File: config.mk
export PLATFORM = sky130hd
export DESIGN_NAME = instr_encoder
export DESIGN_NICKNAME = d
export VERILOG_FILES = /design/src/rtl/instr_pkg.sv /design/src/rtl/imm_pack.sv /design/src/rtl/instr_encoder.sv
export SDC_FILE = /design/constraint.sdc
export NUM_CORES = 1
export LEC_CHECK = 0
export BUFFER_PORTS_ARGS = -buffer_cell sky130_fd_sc_hd__buf_2
export CORE_ASPECT_RATIO = 0.9
export CORE_MARGIN = 5
export CORE_UTILIZATION = 48
export CTS_CLUSTER_DIAMETER = 200
export DETAILED_ROUTE_END_ITERATION = 6
export PLACE_DENSITY = 0.78
export SLEW_MARGIN = 30
export SYNTH_ARGS = -nofsm -noshare
export SYNTH_HDL_FRONTEND = slang
export SYNTH_SLANG_ARGS = --single-unit
File: constraint.sdc
create_clock -name clk -period 2 [get_ports clk]
set_input_delay 0.2 -clock clk [delete_from_list [all_inputs] [get_ports clk]]
set_output_delay 0.2 -clock clk [all_outputs]
set_load 0.005 [all_outputs]
File: src/rtl/instr_pkg.sv
// Shared RV32I format encoding and request/response types for the instruction
// encoder and the immediate extender.
package instr_pkg;

    localparam logic [2:0] IMM_I = 3'b000;
    localparam logic [2:0] IMM_S = 3'b001;
    localparam logic [2:0] IMM_B = 3'b010;
    localparam logic [2:0] IMM_J = 3'b011;
    localparam logic [2:0] IMM_U = 3'b100;
    localparam logic [2:0] IMM_R = 3'b101;

    typedef struct packed {
        logic [6:0]  opcode;
        logic [4:0]  rd;
        logic [4:0]  rs1;
        logic [4:0]  rs2;
        logic [2:0]  funct3;
        logic [6:0]  funct7;
        logic [31:0] imm;
        logic [2:0]  fmt;
    } enc_req_t;

    typedef struct packed {
        logic [31:0] instr;
        logic        imm_err;
    } enc_rsp_t;

endpackage

File: src/rtl/imm_pack.sv
// Combinational RV32I field packing with immediate range check; an
// unrepresentable immediate or unknown format yields a zero word and imm_err.
module imm_pack
    import instr_pkg::*;
(
    input  enc_req_t req,
    output enc_rsp_t rsp
);

    logic        ok;
    logic [31:0] word;
    logic        hi11_same;
    logic        hi12_same;
    logic        hi20_same;

    // Upper bits all equal means the value sign-extends from the field width.
    assign hi11_same = (&req.imm[31:11]) | ~(|req.imm[31:11]);
    assign hi12_same = (&req.imm[31:12]) | ~(|req.imm[31:12]);
    assign hi20_same = (&req.imm[31:20]) | ~(|req.imm[31:20]);

    always_comb begin
        ok   = 1'b1;
        word = '0;
        case (req.fmt)
            IMM_I: begin
                ok   = hi11_same;
                word = {req.imm[11:0], req.rs1, req.funct3, req.rd, req.opcode};
            end
            IMM_S: begin
                ok   = hi11_same;
                word = {req.imm[11:5], req.rs2, req.rs1, req.funct3, req.imm[4:0],
                        req.opcode};
            end
            IMM_B: begin
                ok   = hi12_same && !req.imm[0];
                word = {req.imm[12], req.imm[10:5], req.rs2, req.rs1, req.funct3,
                        req.imm[4:1], req.imm[11], req.opcode};
            end
            IMM_J: begin
                ok   = hi20_same && !req.imm[0];
                word = {req.imm[20], req.imm[10:1], req.imm[11], req.imm[19:12], req.rd,
                        req.opcode};
            end
            IMM_U: begin
                ok   = (req.imm[11:0] == 12'h000);
                word = {req.imm[31:12], req.rd, req.opcode};
            end
            IMM_R: begin
                word = {req.funct7, req.rs2, req.rs1, req.funct3, req.rd, req.opcode};
            end
            default: ok = 1'b0;
        endcase
        rsp.instr   = ok ? word : 32'h0000_0000;
        rsp.imm_err = !ok;
    end

endmodule

File: src/rtl/instr_encoder.sv
// Streaming RV32I instruction encoder: one output register plus one skid
// register in FIFO order, with saturating delivered/error counters.
module instr_encoder
    import instr_pkg::*;
#(
    parameter int unsigned CNT_W = 16
) (
    input  logic             clk,
    input  logic             reset,
    input  logic             InValid,
    output logic             InReady,
    input  logic [2:0]       ImmSrc,
    input  logic [6:0]       Opcode,
    input  logic [4:0]       Rd,
    input  logic [4:0]       Rs1,
    input  logic [4:0]       Rs2,
    input  logic [2:0]       Funct3,
    input  logic [6:0]       Funct7,
    input  logic [31:0]      Imm,
    output logic             OutValid,
    input  logic             OutReady,
    output logic [31:0]      Instr,
    output logic             ImmErr,
    output logic [CNT_W-1:0] EncCount,
    output logic [CNT_W-1:0] ErrCount
);

    enc_req_t req;
    enc_rsp_t rsp;

    assign req.opcode = Opcode;
    assign req.rd     = Rd;
    assign req.rs1    = Rs1;
    assign req.rs2    = Rs2;
    assign req.funct3 = Funct3;
    assign req.funct7 = Funct7;
    assign req.imm    = Imm;
    assign req.fmt    = ImmSrc;

    imm_pack u_imm_pack (
        .req (req),
        .rsp (rsp)
    );

    enc_rsp_t         out_q, out_d;
    enc_rsp_t         skid_q, skid_d;
    logic             out_valid_q, out_valid_d;
    logic             skid_valid_q, skid_valid_d;
    logic [CNT_W-1:0] enc_cnt_q, enc_cnt_d;
    logic [CNT_W-1:0] err_cnt_q, err_cnt_d;
    logic             in_fire;
    logic             out_fire;

    assign in_fire  = InValid && !skid_valid_q;
    assign out_fire = out_valid_q && OutReady;

    always_comb begin
        out_d        = out_q;
        out_valid_d  = out_valid_q;
        skid_d       = skid_q;
        skid_valid_d = skid_valid_q;
        enc_cnt_d    = enc_cnt_q;
        err_cnt_d    = err_cnt_q;

        if (!out_valid_q || out_fire) begin
            // Skid can only be full while the output register is full, and then
            // in_fire is blocked, so draining skid never loses a new request.
            if (skid_valid_q) begin
                out_d        = skid_q;
                out_valid_d  = 1'b1;
                skid_valid_d = 1'b0;
            end else if (in_fire) begin
                out_d       = rsp;
                out_valid_d = 1'b1;
            end else begin
                out_valid_d = 1'b0;
            end
        end else if (in_fire) begin
            skid_d       = rsp;
            skid_valid_d = 1'b1;
        end

        if (out_fire) begin
            if (enc_cnt_q != '1) enc_cnt_d = enc_cnt_q + CNT_W'(1);
            if (out_q.imm_err && (err_cnt_q != '1)) err_cnt_d = err_cnt_q + CNT_W'(1);
        end
    end

    always_ff @(posedge clk) begin
        if (reset) begin
            out_q        <= '0;
            out_valid_q  <= 1'b0;
            skid_q       <= '0;
            skid_valid_q <= 1'b0;
            enc_cnt_q    <= '0;
            err_cnt_q    <= '0;
        end else begin
            out_q        <= out_d;
            out_valid_q  <= out_valid_d;
            skid_q       <= skid_d;
            skid_valid_q <= skid_valid_d;
            enc_cnt_q    <= enc_cnt_d;
            err_cnt_q    <= err_cnt_d;
        end
    end

    assign InReady  = !skid_valid_q;
    assign OutValid = out_valid_q;
    assign Instr    = out_q.instr;
    assign ImmErr   = out_q.imm_err;
    assign EncCount = enc_cnt_q;
    assign ErrCount = err_cnt_q;

endmodule

Word level (Yosys, flattened, before mapping)
Index checks and enable logic that the tools add are counted.
{"block": "word_totals", "regBits": 100, "latchBits": 0, "ram_bits": 0, "romBits": 0, "input_bits": 71, "output_inout_bits": 67, "wordCells": 56, "mem_count": 0}
{"block": "op_classes", "addsub": 2, "n_mul": 0, "div": 0, "n_lt_le_gt_ge": 0, "eq_ne": 7, "n_shift": 0, "mux": 7, "n_bitwise": 7, "n_reduce_logical": 25}
{"operator": "$pmux 32 s6", "n": 1}
{"operator": "$mux 33", "n": 2}
{"operator": "$add 16x1->16 const B", "n": 2}
{"operator": "$mux 32", "n": 1}
{"operator": "$ne 16x16->1 const B", "n": 2}
{"operator": "$reduce_and 21->1", "n": 1}
{"operator": "$reduce_or 21->1", "n": 1}
{"operator": "$reduce_and 20->1", "n": 1}
{"operator": "$reduce_or 20->1", "n": 1}
{"operator": "$logic_not 12->1", "n": 1}
{"operator": "$reduce_and 12->1", "n": 1}
{"operator": "$reduce_or 12->1", "n": 1}
{"operator": "$reduce_and 2->1", "n": 4}
{"operator": "$eq 3x2->1 const B", "n": 2}
{"operator": "$eq 3x3->1 const B", "n": 2}
{"operator": "$logic_and 1x1->1", "n": 5}
{"operator": "$pmux 1 s5", "n": 1}
{"operator": "$logic_not 1->1", "n": 4}
{"operator": "$not 1->1", "n": 4}
{"operator": "$reduce_or 2->1", "n": 2}
{"operator": "$eq 3x1->1 const B", "n": 1}
{"operator": "$logic_not 3->1", "n": 1}
{"operator": "$or 1x1->1", "n": 3}
{"operator": "$mux 1", "n": 2}
{"operator": "2 further kinds", "n": 2}

Depth between registers and ports, before layout
{"block": "logic_depth", "word_depth": 8, "ltp_mapped": 10, "ltp_nobuf": 7}

By module
Synthesis repeated with hierarchy kept, for this count alone.
{"block": "unflattened", "hier_cells": 657, "area_unflattened_um2": 5497.8}
{"mod": "instr_encoder", "instances": 1, "cells_each": 501, "area_per_inst_um2": 4295.4}
{"mod": "imm_pack", "instances": 1, "cells_each": 156, "area_per_inst_um2": 1202.4}

Least setup slack after synthesis
OpenSTA, ideal clock, no wires.
{"block": "synth_path", "path_type": "input to register", "start": "in Imm[13]", "end": "reg skid_q[22] (netlist name)", "arrival_time_ns": 1.826, "setup_slack_ns": 0.113, "stages": 8, "n_path_buf": 2, "path_cell_list": "nor4_1 -> nand2_1 -> or4_4 -> o221ai_4 -> or2_1 -> buf_6 -> buf_6 -> a32o_1"}
{"block": "synth_via", "elab_chain_cells": 6}
{"element": "start: declaration", "line_no": "instr_encoder.sv:19", "source": "input logic [31:0] Imm,"}
{"element": "$reduce_or 20->1", "line_no": "imm_pack.sv:18", "source": "assign hi12_same = (&req.imm[31:12]) | ~(|req.imm[31:12]);"}
{"element": "$not 1->1", "line_no": "imm_pack.sv:18"}
{"element": "$or 1x1->1", "line_no": "imm_pack.sv:18"}
{"element": "$logic_and 1x1->1", "line_no": "imm_pack.sv:35", "source": "ok = hi12_same && !req.imm[0];"}
{"element": "$pmux 1 s5 (*)", "line_no": "imm_pack.sv:24", "source": "case (req.fmt)"}
{"element": "$mux 32 (*)", "line_no": "imm_pack.sv:53", "source": "rsp.instr = ok ? word : 32'h0000_0000;"}
{"element": "end signal: assignment", "line_no": "instr_encoder.sv:100", "source": "skid_q <= skid_d;"}
{"element": "end: declaration", "line_no": "instr_encoder.sv:46", "source": "enc_rsp_t skid_q, skid_d;"}
Mark *: on every way between the ends. The rest lies on a longest branch, timed or not.
A chain may end at the register's enable or synchronous reset.

Worst setup path after layout
{"block": "layout_path", "start": "reg skid_valid_q", "end": "out InReady"}
{"block": "layout_via", "elab_chain_cells": 1}
{"element": "start: declaration", "line_no": "instr_encoder.sv:48", "source": "logic skid_valid_q, skid_valid_d;"}
{"element": "start signal: assignment", "line_no": "instr_encoder.sv:101", "source": "skid_valid_q <= skid_valid_d;"}
{"element": "$logic_not 1->1", "line_no": "instr_encoder.sv:107", "source": "assign InReady = !skid_valid_q;"}
{"element": "end: declaration", "line_no": "instr_encoder.sv:11", "source": "output logic InReady,"}
No other way between the ends.

==> reports/results.ini <==
[status]
outcome = finished, final reports clean

[floorplan]
die_y_um = 108
ioPinCount = 138
chipWidth_um = 119
core-area_sq_mm = 0.0103
initial_utilization_pct = 49.5
rows = 35
dieArea_sq_mm = 0.0128

[hold_path]
hold_path_class = in -> reg

[power_and_ir_drop]
power_leakage_nw = 2.59
power_frac_comb_pct = 14.7
switching_share_pct = 25.6
vdd_ir_drop_max_mv = 0.669
power.share.clock_pct = 38.5
p_switching_w = 0.00114
p_per_area_mw_per_mm2 = 695
p_seq_share_pct = 46.8
p_int_w = 0.00331

[final_layout]
nets = 811
drive_gt1_share_pct = 28.7
antenna_cells = 0
fin_cells = 871
nFillCells = 872
area_growth_pct = 25.7

[timing]
max_freq_ghz = 0.524
fin_crit_ns = 1.91
setup_violations = 0
hold_viol = 0
fin_crit_sh_pct = 95.4
worst_pin_slew_ns = 0.736
slew_violations = 0
timing.slew.headroom_pct = 50.9
rsz0062_at_grt = false
timing.final.ws_setup_ns = 0.0924
fin_worst_skew_ns = 0.00504

[clock_network]
clk-insertion-delay-late_ns = 0.34
clk_pin_slew_ns = 0.07
cts_buffers = 9
htree_num_levels = 3
clock_sinks = 100
root_buffer = clkbuf_16
cts_tree = built
clock_path_buffers = 2

[synth]
ys_seq_area_share_pct = 39.3
ys_warn_count = 0
yosysMostFrequentCell = dfxtp_1
syn_inst = 597
syn_area_sq_mm = 0.00509
yosysTopAreaCell = dfxtp_1
netlist_top_cells_count = 100 x dfxtp_1, 81 x nor2_1, 60 x a21oi_1
synth-main-ff-cell = dfxtp_1
syn_nets = 670
synth-async-reset-ratio_pct = 0
yosysUniqueCellTypes = 45
synthTopCellsByArea = dfxtp_1 39%, nor2_1 6.0%, a21oi_1 5.9%
ys_ff_latch = 100
syn_avg_cell_area_sq_um = 8.53
synth_edf_count = 0
yosysTopAreaCellShare_pct = 39.3

[route]
highest_layer = met4
wl_met3_um = 973
firstDrtPassIters = 5
drc = 0
ant_nets = 0
drt_iter0_drc = 490
num_vias = 5336
wl_mm = 15.4
wl_per_cell_um = 17.7
wirelength_met1_mm = 6.82
vias_per_cell = 6.13
wl_met2_mm = 7.29

[worst_setup_path]
cp_data_arrival_time_ns = 1.71
worstSetupStartpoint = skid_valid_q$_SDFFE_PP0P_
rr_endpoint = EncCount[13]$_SDFFE_PP0P_
crit_end = InReady
r2r-start = EncCount[6]$_SDFFE_PP0P_
rrSetupSlack_ns = 0.18
ff2ff_path_depth = 7
cp-start-kind = register
path_max_fanout = 23
crit_required_ns = 1.80
crit_type = reg -> out
end_kind = primary output

[placed_design]
place.port_buffers = 137
dp_cells = 856
place_hpwl_mm = 11.1
dp_slack_ns = -0.203
gp_congestion = 0.937

[global_routing]
grt_usage_pct = 23.3
grt_overflow = 0
grt_pass1_wl_mm = 24.7
grt_pass1_vias = 5017
antenna_found_initial = 0
grt_max_degree = 70

[flow_run]
maxCapViolCount = 0

through the flow:
step / total power [W] / hold WS, ns / instance area [sq um] / setup TNS (ns) / util, %
global placement: 0.00275 / 0.435 / 6080 / -4.20 / 59.1
global route: 0.00461 / 0.117 / 6400 / 0 / 62.2
CTS: 0.00446 / 0.107 / 6380 / 0 / 62.0
floorplan: 0.00248 / 0.354 / 5090 / 0 / -
detailed placement: 0.00277 / 0.448 / 6090 / -8.45 / 59.1
finish: 0.00445 / 0.121 / 6400 / 0 / 62.2
critical path, cell delays in order, from the launching register on:
cell and delay (ns):
dfxtp_1 0.35, buf_6 0.20, buf_6 0.23, inv_1 0.19
buf_6 0.22, buf_2 0.15
final cells by class:
| cell class | instances | area, sq um | share of cell area, % |
|---|---|---|---|
| clock inverter | 5 | 52.6 | 0.821 |
| timing repair buffer | 182 | 1060 | 16.6 |
| sequential | 100 | 2000 | 31.3 |
| inverter | 4 | 15.0 | 0.235 |
| tap | 129 | 161 | 2.52 |
| clock buffer | 10 | 239 | 3.73 |
| multi-input combinational | 441 | 2870 | 44.9 |
power by group through the flow:
stage                     combinational [W]  sequential [W]  clock, W
final                              0.000653         0.00208   0.00171
after global placement             0.000622         0.00212         0
after global routing               0.000715         0.00209   0.00181
after CTS                          0.000645         0.00208   0.00173
after detailed placement           0.000641         0.00213         0
after floorplan                    0.000351         0.00212         0
layout by cell type, fill, tap and decap left out, drive strengths merged, types with 7 or more instances in the layout:
master	n
a211oi	36
a21oi	60
a22oi	14
a32o	29
buf	182
clkbuf	10
dfxtp	100
mux2	7
mux2i	13
nand2	21
nand3	16
nand4	16
nor2	81
nor2b	11
nor4	9
o211ai	29
o21ai	11
o22ai	11
xnor2	10
xor2	18
cell families (layout without fill, tap and decap cells):
| kind of cell | after synthesis | after routing | synth area share, % |
|---|---|---|---|
| adders and majority gates | 2 | 2 | 0.491 |
| xor gates and xnor gates | 28 | 28 | 4.82 |
| AOI/OAI and AO/OA | 211 | 211 | 29.6 |
| and+or+nand+nor | 180 | 180 | 16.8 |
| DFF | 100 | 100 | 39.3 |
| muxes | 20 | 20 | 4.10 |
| buffers and inverters | 56 | 201 | 4.84 |
repair_timing:
action,in CTS,in global routing
gates resized for setup,1,5
hold buffers,0,0
hold endpoints to repair,0,0
setup buffers,0,0
setup endpoints to repair,1,12
worst min-delay path by stage:
stage,endpoint,startpoint,slack (ns),cells after the start
floorplan,skid_q[1]$_SDFFE_PP0P_,Opcode[0],0.35,1
global placement,skid_q[21]$_SDFFE_PP0P_,skid_q[21]$_SDFFE_PP0P_,0.44,2
detailed placement,skid_q[21]$_SDFFE_PP0P_,skid_q[21]$_SDFFE_PP0P_,0.45,2
CTS,skid_q[2]$_SDFFE_PP0P_,Opcode[1],0.11,2
global route,skid_q[2]$_SDFFE_PP0P_,Opcode[1],0.12,2
finish,skid_q[2]$_SDFFE_PP0P_,Opcode[1],0.12,2
state kept, by name (all words and copies together), names as in the netlist:
| name | flops |
|---|---|
| skid_q | 33 |
| Instr | 32 |
| EncCount | 16 |
| ErrCount | 16 |
| ImmErr | 1 |
| OutValid | 1 |
| skid_valid_q | 1 |
per-layer routing:
| layer | vias up | track usage [%] |
|---|---|---|
| met3 | 30 | 4.99 |
| met5 | - | 0 |
| met4 | 0 | 7.13 |
| li1 | 2539 | - |
| met2 | 229 | 37.5 |
| met1 | 2538 | 31.3 |
Note: power is estimated with default switching activity, not from simulation.
